--- config.mk ---
export PLATFORM = sky130hd
export DESIGN_NAME = bft_leaf_port
export DESIGN_NICKNAME = d
export VERILOG_FILES = /design/src/rtl/bft_leaf_port_pkg.sv /design/src/rtl/bft_leaf_port_sync_fifo.sv /design/src/rtl/bft_leaf_port.sv
export SDC_FILE = /design/constraint.sdc
export NUM_CORES = 1
export LEC_CHECK = 0
export ABC_AREA = 1
export CORE_MARGIN = 2
export CORE_UTILIZATION = 50
export CTS_CLUSTER_SIZE = 14
export DETAILED_ROUTE_END_ITERATION = 16
export PLACE_DENSITY = 0.68
export SETUP_SLACK_MARGIN = 0.1
export SLEW_MARGIN = 20
export SYNTH_ARGS = -nofsm -noshare
export SYNTH_HDL_FRONTEND = slang
export SYNTH_SLANG_ARGS = --single-unit
export TNS_END_PERCENT = 20
--- constraint.sdc ---
create_clock -name clk -period 8.98 [get_ports clk]
set_input_delay 1.796 -clock clk [delete_from_list [all_inputs] [get_ports clk]]
set_output_delay 1.796 -clock clk [all_outputs]
set_load 0.01 [all_outputs]
--- src/rtl/bft_leaf_port_pkg.sv ---
// rtl/bft_leaf_port_pkg.sv - shared direction encoding, output-select type and packet field offsets
package bft_leaf_port_pkg;

  localparam logic [1:0] DIR_VOID  = 2'b00;
  localparam logic [1:0] DIR_LEFT  = 2'b01;
  localparam logic [1:0] DIR_RIGHT = 2'b10;
  localparam logic [1:0] DIR_UP    = 2'b11;

  // Leaf up-link select reuses the switch direction codes: local tx rides LEFT, re-inject rides UP
  typedef enum logic [1:0] {
    SEL_VOID     = DIR_VOID,
    SEL_TX       = DIR_LEFT,
    SEL_REINJECT = DIR_UP
  } sel_e;

  localparam int PKT_PAYLOAD_LSB = 0;

  function automatic int pkt_valid_bit(input int addr_bits, input int payload_bits);
    return addr_bits + payload_bits;
  endfunction

  function automatic int pkt_addr_msb(input int addr_bits, input int payload_bits);
    return addr_bits + payload_bits - 1;
  endfunction

  function automatic int pkt_addr_lsb(input int addr_bits, input int payload_bits);
    return payload_bits + 0 * addr_bits;
  endfunction

endpackage

--- src/rtl/bft_leaf_port_sync_fifo.sv ---
// rtl/bft_leaf_port_sync_fifo.sv - bft_sync_fifo: synchronous FIFO, head visible the cycle after push
module bft_sync_fifo #(
  parameter int WIDTH = 37,
  parameter int DEPTH = 4,
  localparam int AW = $clog2(DEPTH),
  localparam int CW = AW + 1
) (
  input  logic             clk,
  input  logic             reset,
  input  logic             push_i,
  input  logic [WIDTH-1:0] push_data_i,
  input  logic             pop_i,
  output logic [WIDTH-1:0] head_o,
  output logic             full_o,
  output logic             empty_o,
  output logic [CW-1:0]    count_o
);

  logic [WIDTH-1:0] mem_q [DEPTH];
  logic [AW-1:0]    wr_ptr_q, rd_ptr_q;
  logic [CW-1:0]    count_q, count_d;
  logic             do_push, do_pop;

  // Full/empty come from the registered count only, so a same-cycle pop never frees a slot
  assign full_o  = (count_q == CW'(DEPTH));
  assign empty_o = (count_q == '0);
  assign count_o = count_q;
  assign head_o  = mem_q[rd_ptr_q];

  assign do_push = push_i & ~full_o;
  assign do_pop  = pop_i & ~empty_o;
  assign count_d = count_q + CW'(do_push) - CW'(do_pop);

  always_ff @(posedge clk) begin
    if (do_push && !reset) begin
      mem_q[wr_ptr_q] <= push_data_i;
    end
  end

  always_ff @(posedge clk) begin
    if (reset) begin
      wr_ptr_q <= '0;
      rd_ptr_q <= '0;
      count_q  <= '0;
    end else begin
      if (do_push) wr_ptr_q <= wr_ptr_q + 1'b1;
      if (do_pop)  rd_ptr_q <= rd_ptr_q + 1'b1;
      count_q <= count_d;
    end
  end

endmodule

--- src/rtl/bft_leaf_port.sv ---
// rtl/bft_leaf_port.sv - BFT leaf endpoint: inject, deliver, re-inject bounced/misrouted packets
// Optional saturating traffic counters under BFT_LEAF_STATS_EN.
module bft_leaf_port
  import bft_leaf_port_pkg::*;
#(
  parameter int ADDR_BITS    = 5,
  parameter int PAYLOAD_BITS = 32,
  parameter int POSITION     = 0,
  parameter int TX_DEPTH     = 4,
  parameter int RX_DEPTH     = 4,
  localparam int PACKET_BITS = 1 + ADDR_BITS + PAYLOAD_BITS
) (
  input  logic                    clk,
  input  logic                    reset,
  input  logic [ADDR_BITS-1:0]    din_addr,
  input  logic [PAYLOAD_BITS-1:0] din_payload,
  input  logic                    din_valid,
  output logic                    din_ready,
  output logic [PACKET_BITS-1:0]  pe_out,
  input  logic [PACKET_BITS-1:0]  pe_in,
  output logic [ADDR_BITS-1:0]    dout_addr,
  output logic [PAYLOAD_BITS-1:0] dout_payload,
  output logic                    dout_valid,
  input  logic                    dout_ready
`ifdef BFT_LEAF_STATS_EN
  ,
  output logic [31:0]             stat_injected,
  output logic [31:0]             stat_delivered,
  output logic [31:0]             stat_reinjected
`endif
);

  localparam int ENTRY_BITS = ADDR_BITS + PAYLOAD_BITS;
  localparam int VALID_BIT  = pkt_valid_bit(ADDR_BITS, PAYLOAD_BITS);
  localparam int ADDR_MSB   = pkt_addr_msb(ADDR_BITS, PAYLOAD_BITS);
  localparam int ADDR_LSB   = pkt_addr_lsb(ADDR_BITS, PAYLOAD_BITS);

  logic [ENTRY_BITS-1:0]       tx_head, rx_head;
  logic                        tx_full, tx_empty, rx_full, rx_empty;
  logic [$clog2(TX_DEPTH):0]   tx_count;
  logic [$clog2(RX_DEPTH):0]   rx_count;
  logic                        tx_push, tx_pop, rx_push, rx_pop;
  logic                        in_valid, in_local, reinject;
  sel_e                        sel_d;
  logic [PACKET_BITS-1:0]      pe_out_q, pe_out_d;
  logic                        unused_counts;

  assign unused_counts = ^{tx_count, rx_count};

  assign in_valid = pe_in[VALID_BIT];
  assign in_local = (pe_in[ADDR_MSB:ADDR_LSB] == ADDR_BITS'(POSITION));
  assign rx_push  = in_valid & in_local & ~rx_full;
  assign reinject = in_valid & (~in_local | rx_full);

  assign din_ready = ~tx_full & ~reset;
  assign tx_push   = din_valid & din_ready;

  assign dout_valid   = ~rx_empty;
  assign rx_pop       = dout_valid & dout_ready;
  assign dout_addr    = rx_head[ADDR_MSB:ADDR_LSB];
  assign dout_payload = rx_head[PKT_PAYLOAD_LSB +: PAYLOAD_BITS];

  // The network is bufferless: an inbound packet we cannot keep must take this slot
  always_comb begin
    sel_d = SEL_VOID;
    if (reinject)       sel_d = SEL_REINJECT;
    else if (!tx_empty) sel_d = SEL_TX;
  end

  assign tx_pop = (sel_d == SEL_TX);

  always_comb begin
    pe_out_d = '0;
    case (sel_d)
      SEL_REINJECT: pe_out_d = pe_in;
      SEL_TX:       pe_out_d = {1'b1, tx_head};
      default:      pe_out_d = '0;
    endcase
  end

  always_ff @(posedge clk) begin
    if (reset) pe_out_q <= '0;
    else       pe_out_q <= pe_out_d;
  end

  assign pe_out = pe_out_q;

  bft_sync_fifo #(.WIDTH(ENTRY_BITS), .DEPTH(TX_DEPTH)) u_tx_fifo (
    .clk         (clk),
    .reset       (reset),
    .push_i      (tx_push),
    .push_data_i ({din_addr, din_payload}),
    .pop_i       (tx_pop),
    .head_o      (tx_head),
    .full_o      (tx_full),
    .empty_o     (tx_empty),
    .count_o     (tx_count)
  );

  bft_sync_fifo #(.WIDTH(ENTRY_BITS), .DEPTH(RX_DEPTH)) u_rx_fifo (
    .clk         (clk),
    .reset       (reset),
    .push_i      (rx_push),
    .push_data_i (pe_in[ENTRY_BITS-1:0]),
    .pop_i       (rx_pop),
    .head_o      (rx_head),
    .full_o      (rx_full),
    .empty_o     (rx_empty),
    .count_o     (rx_count)
  );

`ifdef BFT_LEAF_STATS_EN
  logic [31:0] injected_q, delivered_q, reinjected_q;

  always_ff @(posedge clk) begin
    if (reset) begin
      injected_q   <= '0;
      delivered_q  <= '0;
      reinjected_q <= '0;
    end else begin
      if (tx_pop && injected_q != '1)     injected_q   <= injected_q + 32'd1;
      if (rx_push && delivered_q != '1)   delivered_q  <= delivered_q + 32'd1;
      if (reinject && reinjected_q != '1) reinjected_q <= reinjected_q + 32'd1;
    end
  end

  assign stat_injected   = injected_q;
  assign stat_delivered  = delivered_q;
  assign stat_reinjected = reinjected_q;
`endif

endmodule

# Word-level counts from Yosys, hierarchy flattened
# Memory sizes are Yosys's and may differ from the RTL's. A register that Yosys moved wholly into a read port is not among the register bits.
# Cells that the tools add are included.
[op_classes] reduce_logical=6 n_bitwise=17 n_eq_ne=4 n_addsub=8 muxes=11
[op_table] operator="$pmux W38 S2" count=1
[op_table] operator="$and A1 B1 Y1" count=10
[op_table] operator="$mux W2" count=5
[op_table] operator="$add A2 B1 Y2 const B" count=4
[op_table] operator="$add A3 B1 Y3" count=2
[op_table] operator="$eq A3 B3 Y1 const B" count=2
[op_table] operator="$logic_not A3 Y1" count=2
[op_table] operator="$not A1 Y1" count=6
[op_table] operator="$sub A3 B1 Y3" count=2
[op_table] operator="$logic_not A5 Y1" count=1
[op_table] operator="$mux W1" count=5
[op_table] operator="$eq A2 B1 Y1 const B" count=1
[op_table] operator="$eq A2 B2 Y1 const B" count=1
[op_table] operator="$logic_and A1 B1 Y1" count=2
[op_table] operator="$logic_not A1 Y1" count=1
[op_table] operator="$or A1 B1 Y1" count=1
[word_totals] mem_count=2 reg_bits=52 out_inout_bits=77 ram_bits=296
[mem_list] name="u_rx_fifo.mem_q" words=4 word_bits=37 read_ports=1 rd_clocked_by_memory_dff=1 wr=1 line_no="bft_leaf_port_sync_fifo.sv:19" source="logic [WIDTH-1:0] mem_q [DEPTH];"
[mem_list] name="u_tx_fifo.mem_q" words=4 word_bits=37 read_ports=1 rd_clocked_by_memory_dff=1 wr=1 line_no="bft_leaf_port_sync_fifo.sv:19"

# Logic depth before layout (Yosys ltp)
[logic_depth] word_depth=9 depth_mapped=14

# Hierarchy
# From an unflattened synthesis, not the netlist that was laid out.
[hier_totals] cells_unflattened=1038 hier_area_um2=13645.6
[modules_own_cells] mod="bft_sync_fifo" area_per_inst_um2=5978.2 instances=2 cells_per_inst=428 seq_area_each_um2=4624.4
[modules_own_cells] mod="bft_leaf_port" area_per_inst_um2=1689.1 instances=1 cells_per_inst=182 seq_area_each_um2=760.7

# Worst setup path after synthesis
# OpenSTA, ideal clock, no wires.
[synth_path] path_kind="input-to-reg" from="in pe_in[34]" to="mem u_rx_fifo.mem_q[0][0], enable pin" slack_ns=4.567 arrival_time_ns=3.982 n_path_buf=1 path_stages=8 cell_sequence="inv_1 -> nand2_1 -> nor2_1 -> nand3_2 -> buf_6 -> nor2_4 -> nand2_1 -> nor2_1"
[synth_between] elab_chain_len=7
[synth_rtl] element="start, declared" line_no="bft_leaf_port.sv:20" source="input logic [PACKET_BITS-1:0] pe_in,"
[synth_rtl] element="$logic_not A5 Y1" line_no="bft_leaf_port.sv:51" source="assign in_local = (pe_in[ADDR_MSB:ADDR_LSB] == ADDR_BITS'(POSITION));"
[synth_rtl] element="$and A1 B1 Y1 (2 in series)" line_no="bft_leaf_port.sv:52" source="assign rx_push = in_valid & in_local & ~rx_full;"
[synth_rtl] element="$and A1 B1 Y1" line_no="bft_leaf_port_sync_fifo.sv:30" source="assign do_push = push_i & ~full_o;"
[synth_rtl] element="$logic_and A1 B1 Y1" line_no="bft_leaf_port_sync_fifo.sv:35" source="if (do_push && !reset) begin"
[synth_rtl] element="$mux W1" line_no="bft_leaf_port_sync_fifo.sv:35"
[synth_rtl] element="$mux W1 (implied by the code)" line_no="bft_leaf_port_sync_fifo.sv:36" source="mem_q[wr_ptr_q] <= push_data_i;"
[synth_rtl] element="end, declared" line_no="bft_leaf_port_sync_fifo.sv:19"
# No other way between the ends.

==> summary.md <==
| Metric | Value |
|---|---|
| Via/cell ratio | `5.31` |
| Leakage power | `between 5 and 6 nW` |
| Synthesis-stage register bit count | `between 300 and 400` |
| Async SR Flop Fraction | `0%` |
| Die width | `between 150 and 200 um` |
| Number of global-route vias before repair | `around 8,100` |
| Unrepaired setup endpoints after global routing | `false` |
| Final Worst Setup Slack | `roughly 3600 ps` |
| Pwr/cell area | `approximately 260 nW/um^2` |
| CORE AREA | `between 20,000 and 30,000 sq um` |
| Number of synthesized flops with an enable pin | `between 200 and 300` |
| Clk sinks | `352` |
| Part of the cycle the worst path needs | `between 60 and 70%` |
| CP Max Fanout | `75` |
| Util after Layout | `roughly 60%` |
| Initial antenna violation count | `0` |
| Netlist cell types | `28` |
| Detailed-route via count | `between 8,000 and 9,000` |
| Placed cell area | `between 15,000 and 20,000 sq um` |
| Worst Hold Class | `register to register` |
| Iteration-0 DRC Markers | `773` |
| Post_cts resized | `0` |
| DRC | `0` |
| Max clock buf depth | `3` |
| Nets | `about 1,300` |
| First-pass GRT wire length | `about 45,000 um` |
| Syn_area_per_cell | `between 10 and 15 sq um` |
| Hold slack | `477 ps` |
| Post-CTS Setup Bufs | `0` |
| Area contributors post-synth | `edfxtp_1 (65%), dfxtp_1 (8.2%), nor2_1 (4.9%), o21ai_0 (4.3%), nand2_1 (3.1%)` |
| Post-synthesis sequential area ratio | `between 70% and 80%` |
| Share of post-route cells with drive strength above 1 | `6.58%` |
| WL final | `slightly below 30,000 um` |
| Hold-fix buffers, CTS | `0` |
| Type of the worst setup path | `register to output port` |
| Final Hold Vio Count | `0` |
| Pin count of the biggest net entering global routing | `100` |
| GPL Wtd Cong | `approximately 0.8` |
| Max H-tree Level | `2` |
| Grt total ovfl | `0` |
| Gr usage total | `between 20% and 30%` |
| Yosys top cell area share | `approximately two thirds` |
| CTS tree | `done` |
| Max Slew Vio Count | `0` |
| Commonest cells in the netlist | `edfxtp_1 (296), nor2_1 (177), o21ai_0 (117), nand2_1 (111), nand3_1 (76)` |
| Startpoint class of the critical path | `register` |
| N_diodes | `0` |
| Status | `completed` |
| Root buffer cell | `clkbuf_16` |
| CP arrival | `between 3000 and 4000 ps` |
| Pre-CTS setup slack | `~3500 ps` |
| Sum of negative setup slack | `0 ps` |
| Cell taking the most area after synthesis | `edfxtp_1` |
| Layout Skew | `around 17 ps` |
| Die area | `around 29,000 sq um` |
| # setup viols final | `0` |
| Die H | `~170 um` |
| Fill cell count | `between 2,000 and 2,500` |
| Wire length per cell | `around 18 um` |
| Peak VDD IR | `between 0.00015 and 0.0002 V` |
| Worst skew pair latency | `a little over 500 ps` |
| Buffers on Ports | `about 160` |
| Starting density of the core | `a little over 50%` |
| Post-route cell area | `16,600 sq um` |
| FP Rows | `60` |
| Worst EP required | `around 7200 ps` |
| Worst Tran Pin Value | `between 1000 and 1500 ps` |
| Area Overhead vs Synth | `21.5%` |
| Post-synth top flop | `edfxtp_1` |
| Ys Warns | `0` |
| CTS clk-pin slew, worst paths | `60 ps` |
| CTS buffer count | `36` |
| Period minus WS final | `5390 ps` |
| Final ANT Viol Nets | `0` |
| Peak Freq | `~190 MHz` |
| Crit path capture type | `output port` |
| First-pass iteration count of the detailed router | `7` |
| Post-Syn Area | `about 14,000 sq um` |
| Post-DP HPWL | `~18,000 um` |
| Max-slew headroom | `between 20 and 30%` |
| Net Count, Synth | `1,207` |
| Post-synthesis cell count | `1,114` |
| Max_cap viols | `0` |
| # IOs | `between 150 and 200` |
| Dominant cell by count in the synthesized netlist | `edfxtp_1` |
==> cell families (layout without fill, tap and decap cells) <==
family / count (synthesis) / after routing / synth area share, %
xor gates and xnor gates: 2 / 2 / 0.129
adders and majority gates: 14 / 14 / 1.40
buffers and inverters: 133 / 295 / 4.59
and+or+nand+nor: 372 / 372 / 11.2
DFF: 352 / 352 / 73.4
AOI/OAI and AO/OA: 241 / 241 / 9.20
==> final cells by class <==
class / instances / area (sq um) / share of cell area [%]
well taps: 341 / 427 / 2.58
multi-input cells: 629 / 3050 / 18.4
clock buffers: 52 / 1040 / 6.29
repair buffers: 168 / 1710 / 10.3
inverters: 64 / 241 / 1.46
clock inverters: 11 / 75.1 / 0.453
flip-flops and latches: 352 / 10000 / 60.5
==> layer usage <==
metal	part of all wire [%]	GRT usage (%)	up-vias
met5	0	0	-
met4	2.2	6.09	0
met3	7.4	3.95	48
met2	47	32.1	281
met1	44	28.2	4073
li1	-	-	4190
==> stage by stage <==
stage / total power [mW] / instances
floorplan: 2.50 / 1114
global placement: 2.85 / 1550
detailed placement: 2.87 / 1553
CTS: 4.27 / 1616
global route: 4.43 / 1617
finish: 4.23 / 1617
==> registers in the layout, summed over array words and instances (netlist names), named ones only <==
| register | count |
|---|---|
| u_rx_fifo.count_o | 3 |
| u_tx_fifo.count_o | 3 |
| u_rx_fifo.rd_ptr_q | 2 |
| pe_out | 38 |
| u_rx_fifo.mem_q | 148 |
| u_tx_fifo.mem_q | 148 |
| u_tx_fifo.wr_ptr_q | 2 |
| u_rx_fifo.wr_ptr_q | 2 |
| u_tx_fifo.rd_ptr_q | 2 |
==> power by group <==
group,internal [mW],switching (mW),total [mW]
clock,0.832,0.570,1.40
combinational,0.361,0.570,0.931
sequential,1.86,0.0409,1.90
total,3.05,1.18,4.23
==> worst paths after layout <==
path	depth (start not counted)	endpoint	slack (ps)	startpoint
worst max-delay path	5	dout_payload[30]	3590	register
worst min-delay path	2	register	480	u_tx_fifo.rd_ptr_q[0]
worst max register to register	12	u_tx_fifo.count_o[1]	5540	u_rx_fifo.count_o[1]
worst min register to register	2	register	480	u_tx_fifo.rd_ptr_q[0]
==> cell usage in the layout, fill, tap and decap left out, types with 3 or more instances in the layout <==
cell / n
edfxtp_1: 296
nor2_1: 169
clkdlybuf4s50_1: 154
o21ai_0: 117
nand2_1: 111
nand3_1: 76
inv_1: 58
dfxtp_1: 54
a21oi_1: 48
o21ai_1: 38
o22ai_1: 37
clkbuf_16: 37
ha_1: 12
nor2_4: 9
clkbuf_1: 9
buf_4: 9
clkinv_2: 7
clkinv_1: 6
clkbuf_8: 6
inv_2: 3
==> worst max-delay path: stages, from the launching register on <==
cell and delay [ps]:
dfxtp_2 310, buf_4 570, clkinv_2 950, o21ai_0 580, o22ai_1 140, clkdlybuf4s50_1 510
(Power assumes the default switching activity.)
